===== src/rtl/mist1032isa_uart_rx_pkg.sv =====
// Purpose: shared types and constants for the UART receive framer.
// Latency: n/a (types and a pure function only).
// Backpressure: n/a.
package mist1032isa_uart_rx_pkg;

    // Widest supported data field; narrower builds zero-extend into it.
    localparam int MAX_DATA_BITS = 9;

    typedef enum logic [2:0] {
        ST_IDLE      = 3'd0,
        ST_START     = 3'd1,
        ST_DATA      = 3'd2,
        ST_PARITY    = 3'd3,
        ST_STOP      = 3'd4,
        ST_WAIT_HIGH = 3'd5
    } rx_state_t;

    localparam logic [1:0] PAR_NONE = 2'b00;
    localparam logic [1:0] PAR_EVEN = 2'b01;
    localparam logic [1:0] PAR_ODD  = 2'b10;

    typedef struct packed {
        logic                     brk;
        logic                     ferr;
        logic                     perr;
        logic [MAX_DATA_BITS-1:0] data;
    } rx_word_t;

    // Mode 11 is deliberately treated like "none".
    function automatic logic parity_enabled(input logic [1:0] mode);
        return (mode == PAR_EVEN) || (mode == PAR_ODD);
    endfunction

endpackage


===== src/rtl/mist1032isa_uart_rx_fifo.sv =====
// Purpose: generic show-ahead single-clock FIFO; head is visible whenever not empty.
// Latency: a push is visible at the head one edge after it is written.
// Backpressure: push is refused when full unless a pop happens on the same edge.
module mist1032isa_uart_rx_fifo #(
    parameter int W     = 8,
    parameter int DEPTH = 4
) (
    input  logic         b_bd_clock,
    input  logic         inRESET,
    input  logic         push_vld,
    input  logic [W-1:0] push_dat,
    input  logic         pop_rdy,
    output logic [W-1:0] head_dat,
    output logic         full,
    output logic         empty
);
    localparam int AW = $clog2(DEPTH);

    logic [W-1:0] mem [DEPTH];
    logic [AW:0]  wr_ptr;
    logic [AW:0]  rd_ptr;
    logic         do_push;
    logic         do_pop;

    // Extra pointer bit distinguishes full from empty when the indices match.
    assign empty    = (wr_ptr == rd_ptr);
    assign full     = (wr_ptr[AW] != rd_ptr[AW]) && (wr_ptr[AW-1:0] == rd_ptr[AW-1:0]);
    assign do_pop   = pop_rdy && !empty;
    assign do_push  = push_vld && (!full || do_pop);
    assign head_dat = mem[rd_ptr[AW-1:0]];

    // Storage and pointers; storage is cleared so the head reads 0 out of reset.
    always_ff @(posedge b_bd_clock or negedge inRESET) begin
        if (!inRESET) begin
            wr_ptr <= '0;
            rd_ptr <= '0;
            for (int i = 0; i < DEPTH; i++) begin
                mem[i] <= '0;
            end
        end else begin
            if (do_push) begin
                mem[wr_ptr[AW-1:0]] <= push_dat;
                wr_ptr              <= wr_ptr + (AW+1)'(1);
            end
            if (do_pop) begin
                rd_ptr <= rd_ptr + (AW+1)'(1);
            end
        end
    end

endmodule


===== src/rtl/mist1032isa_uart_rx_frame.sv =====
// Purpose: oversampled UART receive framer with parity/framing/break flags; MIST1032ISA_UART_RX_MAJORITY_EN enables 3-sample majority voting.
// Latency: word is pushed one edge after the final stop sample and is at the FIFO head on the edge after that.
// Backpressure: none toward the line; a frame arriving at a full FIFO with no pop is dropped and oOVERRUN is set.
module mist1032isa_uart_rx_frame
    import mist1032isa_uart_rx_pkg::*;
#(
    parameter int OVERSAMPLE = 4,
    parameter int DATA_BITS  = 8,
    parameter int FIFO_DEPTH = 4
) (
    input  logic                 b_bd_clock,
    input  logic                 inRESET,
    input  logic                 iUART_RXD,
    input  logic [1:0]           iPARITY_MODE,
    input  logic                 iSTOP2,
    output logic                 oRX_VALID,
    input  logic                 iRX_READY,
    output logic [DATA_BITS-1:0] oRX_DATA,
    output logic                 oRX_PERR,
    output logic                 oRX_FERR,
    output logic                 oRX_BREAK,
    output logic                 oOVERRUN,
    input  logic                 iOVR_CLR,
    output logic                 oBUSY
);
    localparam int CW = $clog2(OVERSAMPLE);
    localparam int IW = $clog2(DATA_BITS + 1);
    localparam logic [CW-1:0] CNT_HALF = CW'(OVERSAMPLE / 2 - 1);
    localparam logic [CW-1:0] CNT_FULL = CW'(OVERSAMPLE - 1);
    localparam logic [IW-1:0] IDX_LAST = IW'(DATA_BITS - 1);

    logic                 rxd_m;
    logic                 rxd_s;
    logic                 smp;
    rx_state_t            state;
    rx_state_t            state_nxt;
    logic [CW-1:0]        cnt;
    logic [IW-1:0]        idx;
    logic                 stop_idx;
    logic [DATA_BITS-1:0] shreg;
    logic [1:0]           par_mode_q;
    logic                 stop2_q;
    logic                 perr_q;
    logic                 ferr_q;
    logic                 zero_q;
    logic                 cnt_hit;
    logic                 smp_en;
    logic                 last_stop;
    logic                 push_vld;
    rx_word_t             push_word;
    rx_word_t             head;
    logic                 fifo_full;
    logic                 fifo_empty;
    logic                 drop;
    logic                 ovr;
    logic                 unused_head;

    // Two-flop synchroniser for the asynchronous line; idles high.
    always_ff @(posedge b_bd_clock or negedge inRESET) begin
        if (!inRESET) begin
            rxd_m <= 1'b1;
            rxd_s <= 1'b1;
        end else begin
            rxd_m <= iUART_RXD;
            rxd_s <= rxd_m;
        end
    end

`ifdef MIST1032ISA_UART_RX_MAJORITY_EN
    logic rxd_h1;
    logic rxd_h2;

    // History of the synchronised line for the majority vote.
    always_ff @(posedge b_bd_clock or negedge inRESET) begin
        if (!inRESET) begin
            rxd_h1 <= 1'b1;
            rxd_h2 <= 1'b1;
        end else begin
            rxd_h1 <= rxd_s;
            rxd_h2 <= rxd_h1;
        end
    end

    assign smp = (rxd_s & rxd_h1) | (rxd_s & rxd_h2) | (rxd_h1 & rxd_h2);
`else
    assign smp = rxd_s;
`endif

    // Start sample sits half a bit in; every later sample is one full bit later.
    assign cnt_hit = (state == ST_START) ? (cnt == CNT_HALF) : (cnt == CNT_FULL);

    // FSM state register.
    always_ff @(posedge b_bd_clock or negedge inRESET) begin
        if (!inRESET) begin
            state <= ST_IDLE;
        end else begin
            state <= state_nxt;
        end
    end

    // Next-state decode plus sample and end-of-frame strobes.
    always_comb begin
        state_nxt = state;
        smp_en    = 1'b0;
        last_stop = 1'b0;
        case (state)
            ST_IDLE: begin
                if (!rxd_s) state_nxt = ST_START;
            end
            ST_START: begin
                if (cnt_hit) begin
                    smp_en    = 1'b1;
                    state_nxt = smp ? ST_IDLE : ST_DATA;
                end
            end
            ST_DATA: begin
                if (cnt_hit) begin
                    smp_en = 1'b1;
                    if (idx == IDX_LAST) begin
                        state_nxt = parity_enabled(par_mode_q) ? ST_PARITY : ST_STOP;
                    end
                end
            end
            ST_PARITY: begin
                if (cnt_hit) begin
                    smp_en    = 1'b1;
                    state_nxt = ST_STOP;
                end
            end
            ST_STOP: begin
                if (cnt_hit) begin
                    smp_en = 1'b1;
                    if (!stop2_q || stop_idx) begin
                        last_stop = 1'b1;
                        state_nxt = smp ? ST_IDLE : ST_WAIT_HIGH;
                    end
                end
            end
            ST_WAIT_HIGH: begin
                if (rxd_s) state_nxt = ST_IDLE;
            end
            default: state_nxt = ST_IDLE;
        endcase
    end

    // Bit timing, data shift, error accumulation and the registered push strobe.
    always_ff @(posedge b_bd_clock or negedge inRESET) begin
        if (!inRESET) begin
            cnt        <= '0;
            idx        <= '0;
            stop_idx   <= 1'b0;
            shreg      <= '0;
            par_mode_q <= PAR_NONE;
            stop2_q    <= 1'b0;
            perr_q     <= 1'b0;
            ferr_q     <= 1'b0;
            zero_q     <= 1'b1;
            push_vld   <= 1'b0;
            push_word  <= '0;
        end else begin
            push_vld <= 1'b0;
            if (state == ST_IDLE) begin
                // Mode is captured continuously while idle, so the value at start detection sticks.
                cnt        <= '0;
                idx        <= '0;
                stop_idx   <= 1'b0;
                perr_q     <= 1'b0;
                ferr_q     <= 1'b0;
                zero_q     <= 1'b1;
                par_mode_q <= iPARITY_MODE;
                stop2_q    <= iSTOP2;
            end else if (smp_en) begin
                cnt <= '0;
                case (state)
                    ST_DATA: begin
                        shreg  <= {smp, shreg[DATA_BITS-1:1]};
                        idx    <= idx + IW'(1);
                        zero_q <= zero_q & ~smp;
                    end
                    ST_PARITY: begin
                        perr_q <= (^shreg) ^ smp ^ (par_mode_q == PAR_ODD);
                        zero_q <= zero_q & ~smp;
                    end
                    ST_STOP: begin
                        ferr_q   <= ferr_q | ~smp;
                        zero_q   <= zero_q & ~smp;
                        stop_idx <= 1'b1;
                    end
                    default: ;
                endcase
            end else begin
                cnt <= cnt + CW'(1);
            end
            if (last_stop) begin
                push_vld       <= 1'b1;
                push_word.brk  <= zero_q & ~smp;
                push_word.ferr <= ferr_q | ~smp;
                push_word.perr <= perr_q;
                push_word.data <= MAX_DATA_BITS'(shreg);
            end
        end
    end

    mist1032isa_uart_rx_fifo #(
        .W     ($bits(rx_word_t)),
        .DEPTH (FIFO_DEPTH)
    ) u_fifo (
        .b_bd_clock (b_bd_clock),
        .inRESET    (inRESET),
        .push_vld   (push_vld),
        .push_dat   (push_word),
        .pop_rdy    (iRX_READY),
        .head_dat   (head),
        .full       (fifo_full),
        .empty      (fifo_empty)
    );

    assign drop = push_vld && fifo_full && !iRX_READY;

    // Sticky overrun; a drop on the clear edge keeps it set.
    always_ff @(posedge b_bd_clock or negedge inRESET) begin
        if (!inRESET) begin
            ovr <= 1'b0;
        end else if (drop) begin
            ovr <= 1'b1;
        end else if (iOVR_CLR) begin
            ovr <= 1'b0;
        end
    end

    assign oRX_VALID   = !fifo_empty;
    assign oRX_DATA    = head.data[DATA_BITS-1:0];
    assign oRX_PERR    = head.perr;
    assign oRX_FERR    = head.ferr;
    assign oRX_BREAK   = head.brk;
    assign oOVERRUN    = ovr;
    assign oBUSY       = (state != ST_IDLE);
    assign unused_head = ^(head.data >> DATA_BITS);

endmodule

===== config.mk =====
export PLATFORM = sky130hd
export DESIGN_NAME = mist1032isa_uart_rx_frame
export DESIGN_NICKNAME = d
export VERILOG_FILES = /design/src/rtl/mist1032isa_uart_rx_pkg.sv /design/src/rtl/mist1032isa_uart_rx_fifo.sv /design/src/rtl/mist1032isa_uart_rx_frame.sv
export SDC_FILE = /design/constraint.sdc
export NUM_CORES = 1
export LEC_CHECK = 0
export BUFFER_PORTS_ARGS = -buffer_cell sky130_fd_sc_hd__clkbuf_2
export CAP_MARGIN = 10
export CELL_PAD_IN_SITES_DETAIL_PLACEMENT = 0
export CELL_PAD_IN_SITES_GLOBAL_PLACEMENT = 1
export CORE_MARGIN = 5
export CORE_UTILIZATION = 50
export CTS_BUF_LIST = sky130_fd_sc_hd__clkbuf_16
export CTS_CLUSTER_DIAMETER = 30
export DETAILED_ROUTE_END_ITERATION = 12
export PLACE_DENSITY = 0.83
export SLEW_MARGIN = 20
export SYNTH_ARGS = -nofsm -noshare
export SYNTH_HDL_FRONTEND = slang
export SYNTH_SLANG_ARGS = --single-unit

===== constraint.sdc =====
create_clock -name b_bd_clock -period 2.1 [get_ports b_bd_clock]
set_input_delay 0.315 -clock b_bd_clock [delete_from_list [all_inputs] [get_ports b_bd_clock]]
set_output_delay 0.315 -clock b_bd_clock [all_outputs]
set_load 0.02 [all_outputs]

==> flow_summary.toml, run 1 <==
[outcome]
outcome = "complete, no violations"

[cts]
cts-root-buf = "clkbuf_16"
cts.reportedPaths.clkPinSlew_ns = 0.06
cts_buffer_depth = 2
post_cts_buffers = 0
clk_latency_ns = 0.34
cts_buffers = 9
cts_sinks = 89
htree_levels = 3
cts_tree = "yes"

[finish]
fin_cells = 441
nets = 349
drive_gt1_share_pct = 39.2
final_area_mm2 = 0.00464
nFillCells = 637
area_growth_pct = 14.7
diodes = 0

[place]
dp.cells = 424
place_hpwl_um = 4760
post-place-ws_ns = 0.275
placed_area_mm2 = 0.00432
port_buffers = 21
globalplace.congestion = 0.744

[synth]
synth-edff-count = 0
synth_top_area_share_pct = 53.3
synth.area.top_cells = "dfrtp_1 53%, mux2_2 18%, mux4_2 6.1%"
ys_seq_area_share_pct = 55.2
synthArstFlopShare_pct = 100
ys.flop_type = "dfrtp_1"
ys_warn_count = 0
synth.distinct_cells = 40
post-synth-top-count-cell = "dfrtp_1"
ys_ff_latch = 89
synth.avg_cell_area_um2 = 13.3
syn_nets = 318
synth_area_leader_cell = "dfrtp_1"
syn_inst = 303
syn_area_mm2 = 0.00404
synth_commonest_cells = "86 x dfrtp_1, 63 x mux2_2, 21 x nand2_1, 17 x o21ai_0, 14 x xnor2_1"

[sta]
slew_headroom_pct = 62.4
worstMarginPinSlew_ns = 0.564
rsz0062_at_grt = "false"
hold_viol = 0
period_minus_slack_ns = 1.98
fin_crit_sh_pct = 94.5
whs_ns = 0.0566
tns_ns = 0
fmax_mhz = 504
setup_viol = 0
clock_skew_ns = 0.00670
fin_ws_ns = 0.116
drv_slew = 0

[global_routing]
grt_usage_pct = 15.9
grt_max_degree = 43
overflow = 0
antenna_found_initial = 0
grt_pass1_vias = 2521
grt_pass1_wl_um = 12500

[floorplanning]
row_count = 32
dieWidth_um = 99.9
die-area_mm2 = 0.00998
fp.dieH_um = 99.9
ios = 22
start_util_pct = 51.7
coreArea_mm2 = 0.00781

[power_and_ir_drop]
p_per_area_mw_per_mm2 = 1180
p_leak_nw = 2.26
vdd_drop_max_uv = 758

[route]
wl_per_cell_um = 15.9
via_per_inst = 5.38
ant_nets = 0
drt-initial-drc-count = 62
via_count = 2374
drt_wl_total_um = 7010
firstDrtPassIters = 4
drc = 0

[setup_path]
crit_type = "flip-flop to primary output"
crit_required_ns = 1.78
start_kind = "flip-flop"
crit_path_end_kind = "primary output"
crit_arrival_ns = 1.67
critPathMaxFanout = 18

[hold_path]
min-delay-path-class = "input pin to flip-flop"

[flow_run]
max-cap-violations = 0
-- state kept, by name, indices dropped and copies added, names as in the netlist --
signal,cells
cnt,2
ferr_q,1
idx,4
oOVERRUN,1
par_mode_q,2
perr_q,1
push_vld,1
push_word,11
rxd_m,1
rxd_s,1
shreg,8
state,3
stop2_q,1
stop_idx,1
u_fifo.mem,44
u_fifo.rd_ptr,3
u_fifo.wr_ptr,3
zero_q,1
-- repair_timing --
| action | CTS | global route |
|---|---|---|
| hold buffers | 1 | 0 |
| hold endpoints to repair | 35 | 0 |
| gates cloned | 0 | 0 |
| gates resized for setup | 1 | 2 |
| endpoints found under the setup margin | 1 | 1 |
-- report_power, final --
part           total [mW]  internal (mW)  switching [mW]
Clock                1.59          0.924           0.667
Combinational        1.58          0.756           0.820
Sequential           2.30           1.99           0.311
Total                5.47           3.67            1.80
-- area by class of cell --
cell class	count	area [um2]	share of cell area, %
Sequential cell	89	2230	48.2
Multi-Input combinational cell	191	1710	36.9
Timing Repair Buffer	34	233	5.02
Clock buffer	9	225	4.86
Tap cell	102	128	2.75
Clock inverter	7	70.1	1.51
Inverter	9	33.8	0.729
-- layout by cell type, fill, tap and decap left out, types with 3 or more instances in the layout --
cell type / count
xnor2_1: 14
dfrtp_1: 84
nor2_1: 12
ha_1: 7
clkbuf_2: 20
buf_4: 11
nand3_1: 6
nand2_1: 21
mux2_2: 63
inv_1: 10
o21ai_0: 17
dfstp_2: 3
o21a_1: 3
clkbuf_16: 9
a21oi_1: 5
mux4_2: 11
-- cell families (layout without fill, tap and decap cells) --
kind of cell	after synthesis	in the layout	share of synthesized area, %
AO/OA/AOI/OAI	36	36	5.82
XOR/XNOR	16	16	3.47
adder cells (fa/ha/maj)	7	7	2.17
buffers and inverters	23	59	2.51
flip-flops	89	89	55.2
multiplexers	76	76	24.2
AND/OR/NAND/NOR	56	56	6.63
-- worst paths after layout --
kind,startpoint,to,slack [ns],cells after the start
worst min-delay path,iUART_RXD,rxd_m,0.06,1
worst max register to register,cnt[0],state[1],0.29,5
min in group asynchronous,inRESET,oOVERRUN,0.51,2
worst min register to register,rxd_m,rxd_s,0.36,0
worst max-delay path,state[0],oBUSY,0.12,4
max in group asynchronous,inRESET,rxd_s,0.97,3
-- routing by layer --
layer  track usage [%]  vias to the layer above  share of wire, %
met4              7.56                        0               1.5
met1              22.2                     1192                48
met3              2.99                       13               3.8
met5                 0                        -                 0
met2              24.1                       31                47
li1                  -                     1138                 -
-- worst max-delay path, cell delays in order (launching register included) --
cell      delay, ns
dfrtp_2        0.51
or2_2          0.41
nor2_4         0.20
inv_1          0.06
clkbuf_2       0.15
-- metrics by stage --
step	utilization, %	power [mW]
2_1_floorplan	-	3.47
3_3_place_gp	55.4	3.86
3_5_place_dp	55.4	3.90
4_1_cts	59.3	5.53
5_1_grt	59.4	5.84
6_report	59.4	5.47
No activity file was read; power rests on OpenSTA's default activity.
==> run 2, diff against run 1 <==
--- a/config.mk
+++ b/config.mk
@@ -15,6 +15,8 @@
 export CTS_CLUSTER_DIAMETER = 30
 export DETAILED_ROUTE_END_ITERATION = 12
 export PLACE_DENSITY = 0.83
+export RECOVER_POWER = 100
+export SETUP_SLACK_MARGIN = 0.2
 export SLEW_MARGIN = 20
 export SYNTH_ARGS = -nofsm -noshare
 export SYNTH_HDL_FRONTEND = slang
==> flow_summary.toml, run 2 (same netlist as run 1, synthesis figures left out) <==
[cts]
cts_buffer_depth = 2
cts_buffers = 9
cts-root-buf = "clkbuf_16"
htree_levels = 3
cts_sinks = 89
clk_latency_ns = 0.34
cts.reportedPaths.clkPinSlew_ns = 0.06
cts_tree = "yes"

[setup_path]
crit_required_ns = 2.31
r2r_setup_slack_ns = 0.16
cpPeakStageDelay_ns = 0.51
critPathSlowestCell = "o32ai_1"
r2r_cells = 5
cp_num_buf_inv = 0
start_kind = "flip-flop"
reg2reg_from = "cnt[0]"
crit_chain = "and2_0 -> o21a_1 -> o32ai_1 -> mux2i_1 -> o41ai_1"
startpoint = "cnt[0]"
timing.rr.end = "state[1]"
crit_path_end_kind = "flip-flop"
crit_type = "flip-flop to flip-flop"
critPathMaxFanout = 6
path_depth = 5
crit_arrival_ns = 2.15
crit_family = "compound AO/OA/AOI/OAI gates"
endpoint = "state[1]"

[route]
ant_nets = 0
via_per_inst = 5.45
via_count = 2454
drt_wl_total_um = 7320
wl_per_cell_um = 16.3
drc = 0
drt-initial-drc-count = 77
firstDrtPassIters = 5

[finish]
largest_reg_flops = 44
final_cell_mix = "85 x dfrtp_1, 63 x mux2_2, 22 x nand2_1"
largest-register = "u_fifo.mem"
biggestRegsByFlops = "u_fifo.mem x44, push_word x11, shreg x8"
nets = 358
final_common_cell = "dfrtp_1"
diodes = 0
area_growth_pct = 16.1
drive_gt1_share_pct = 39.1

[sta]
slew_headroom_pct = 29.0
fin_ws_ns = 0.164
clock_skew_ns = 0.00715
hold_viol = 0
whs_ns = 0.0556
drv_slew = 0
rsz0062_at_grt = "true"
period_minus_slack_ns = 1.94
worstMarginPinSlew_ns = 1.07
tns_ns = 0
fmax_mhz = 517
fin_crit_sh_pct = 92.2
setup_viol = 0

[floorplanning]
start_util_pct = 51.7
fp.dieH_um = 99.9
row_count = 32
die-area_mm2 = 0.00998
coreArea_mm2 = 0.00781
ios = 22
dieWidth_um = 99.9

[global_routing]
grt_pass1_vias = 2524
grt_pass1_wl_um = 12600
overflow = 0
grt_usage_pct = 16.0
antenna_found_initial = 0
grt_max_degree = 43

[power_and_ir_drop]
p_leak_nw = 2.29
p_per_area_mw_per_mm2 = 1200
vdd_drop_max_uv = 818

[outcome]
outcome = "complete, no violations"

[place]
port_buffers = 21
globalplace.congestion = 0.744
place_hpwl_um = 4760
post-place-ws_ns = 0.275

[hold_path]
hp-start = "iUART_RXD"
min-delay-path-class = "input pin to flip-flop"

[flow_run]
max-cap-violations = 0
[run 2: cell types whose count changed in the layout (fill, tap and decap cells not counted), sizes merged]
cell,before,now
clkbuf,29,33
buf,13,18
[run 2: repair_timing]
action	4_1_cts	5_1_grt
setup endpoints to repair	12	58
endpoints found under the hold margin	35	0
setup buffers	1	8
resized for setup	5	34
hold buffers	1	0
[run 2: cell type report]
type                    instances  area (um2)
fillers                       641        3120
clock inverters                 7        70.1
inverters                       9        33.8
multi-input cells             191        1710
clock buffers                   9         225
repair buffers                 43         293
flip-flops and latches         89        2230
well taps                     102         128
[run 2: metrics by stage]
step | power, mW | utilization [%] | instances | instance area (um2)
floorplan | 3.47 | - | 303 | 4040
global placement | 3.86 | 55.4 | 424 | 4320
detailed placement | 3.90 | 55.4 | 424 | 4320
CTS | 5.56 | 59.6 | 442 | 4650
global route | 5.99 | 60.1 | 450 | 4690
finish | 5.62 | 60.1 | 450 | 4690
[run 2: worst reg2reg max path, stage by stage, from the launching register on]
cell and delay [ns]:
dfrtp_1 0.43, and2_0 0.26, o21a_1 0.23, o32ai_1 0.51, mux2i_1 0.27, o41ai_1 0.11
[run 2: worst min path at each step]
stage,end,slack [ns],depth (start not counted)
2_1_floorplan,cnt[0],0.02,0
3_3_place_gp,oOVERRUN,0.34,1
3_5_place_dp,oOVERRUN,0.35,1
4_1_cts,rxd_m,0.05,1
5_1_grt,rxd_m,0.05,1
6_report,rxd_m,0.06,1
[run 2: power by group]
| part | internal [mW] | leakage (nW) | switching (mW) | total [mW] |
|---|---|---|---|---|
| logic | 0.854 | 0.944 | 0.896 | 1.75 |
| registers | 1.99 | 1.20 | 0.289 | 2.28 |
| clock network | 0.924 | 0.151 | 0.671 | 1.60 |
| total | 3.77 | 2.29 | 1.86 | 5.62 |
[run 2: per-layer routing]
metal | GRT usage, % | vias to the layer above | share of wire (%)
li1 | - | 1156 | -
met1 | 22.5 | 1251 | 47
met2 | 24.1 | 34 | 48
met3 | 2.99 | 13 | 3.5
met4 | 7.56 | 0 | 1.4
met5 | 0 | - | 0
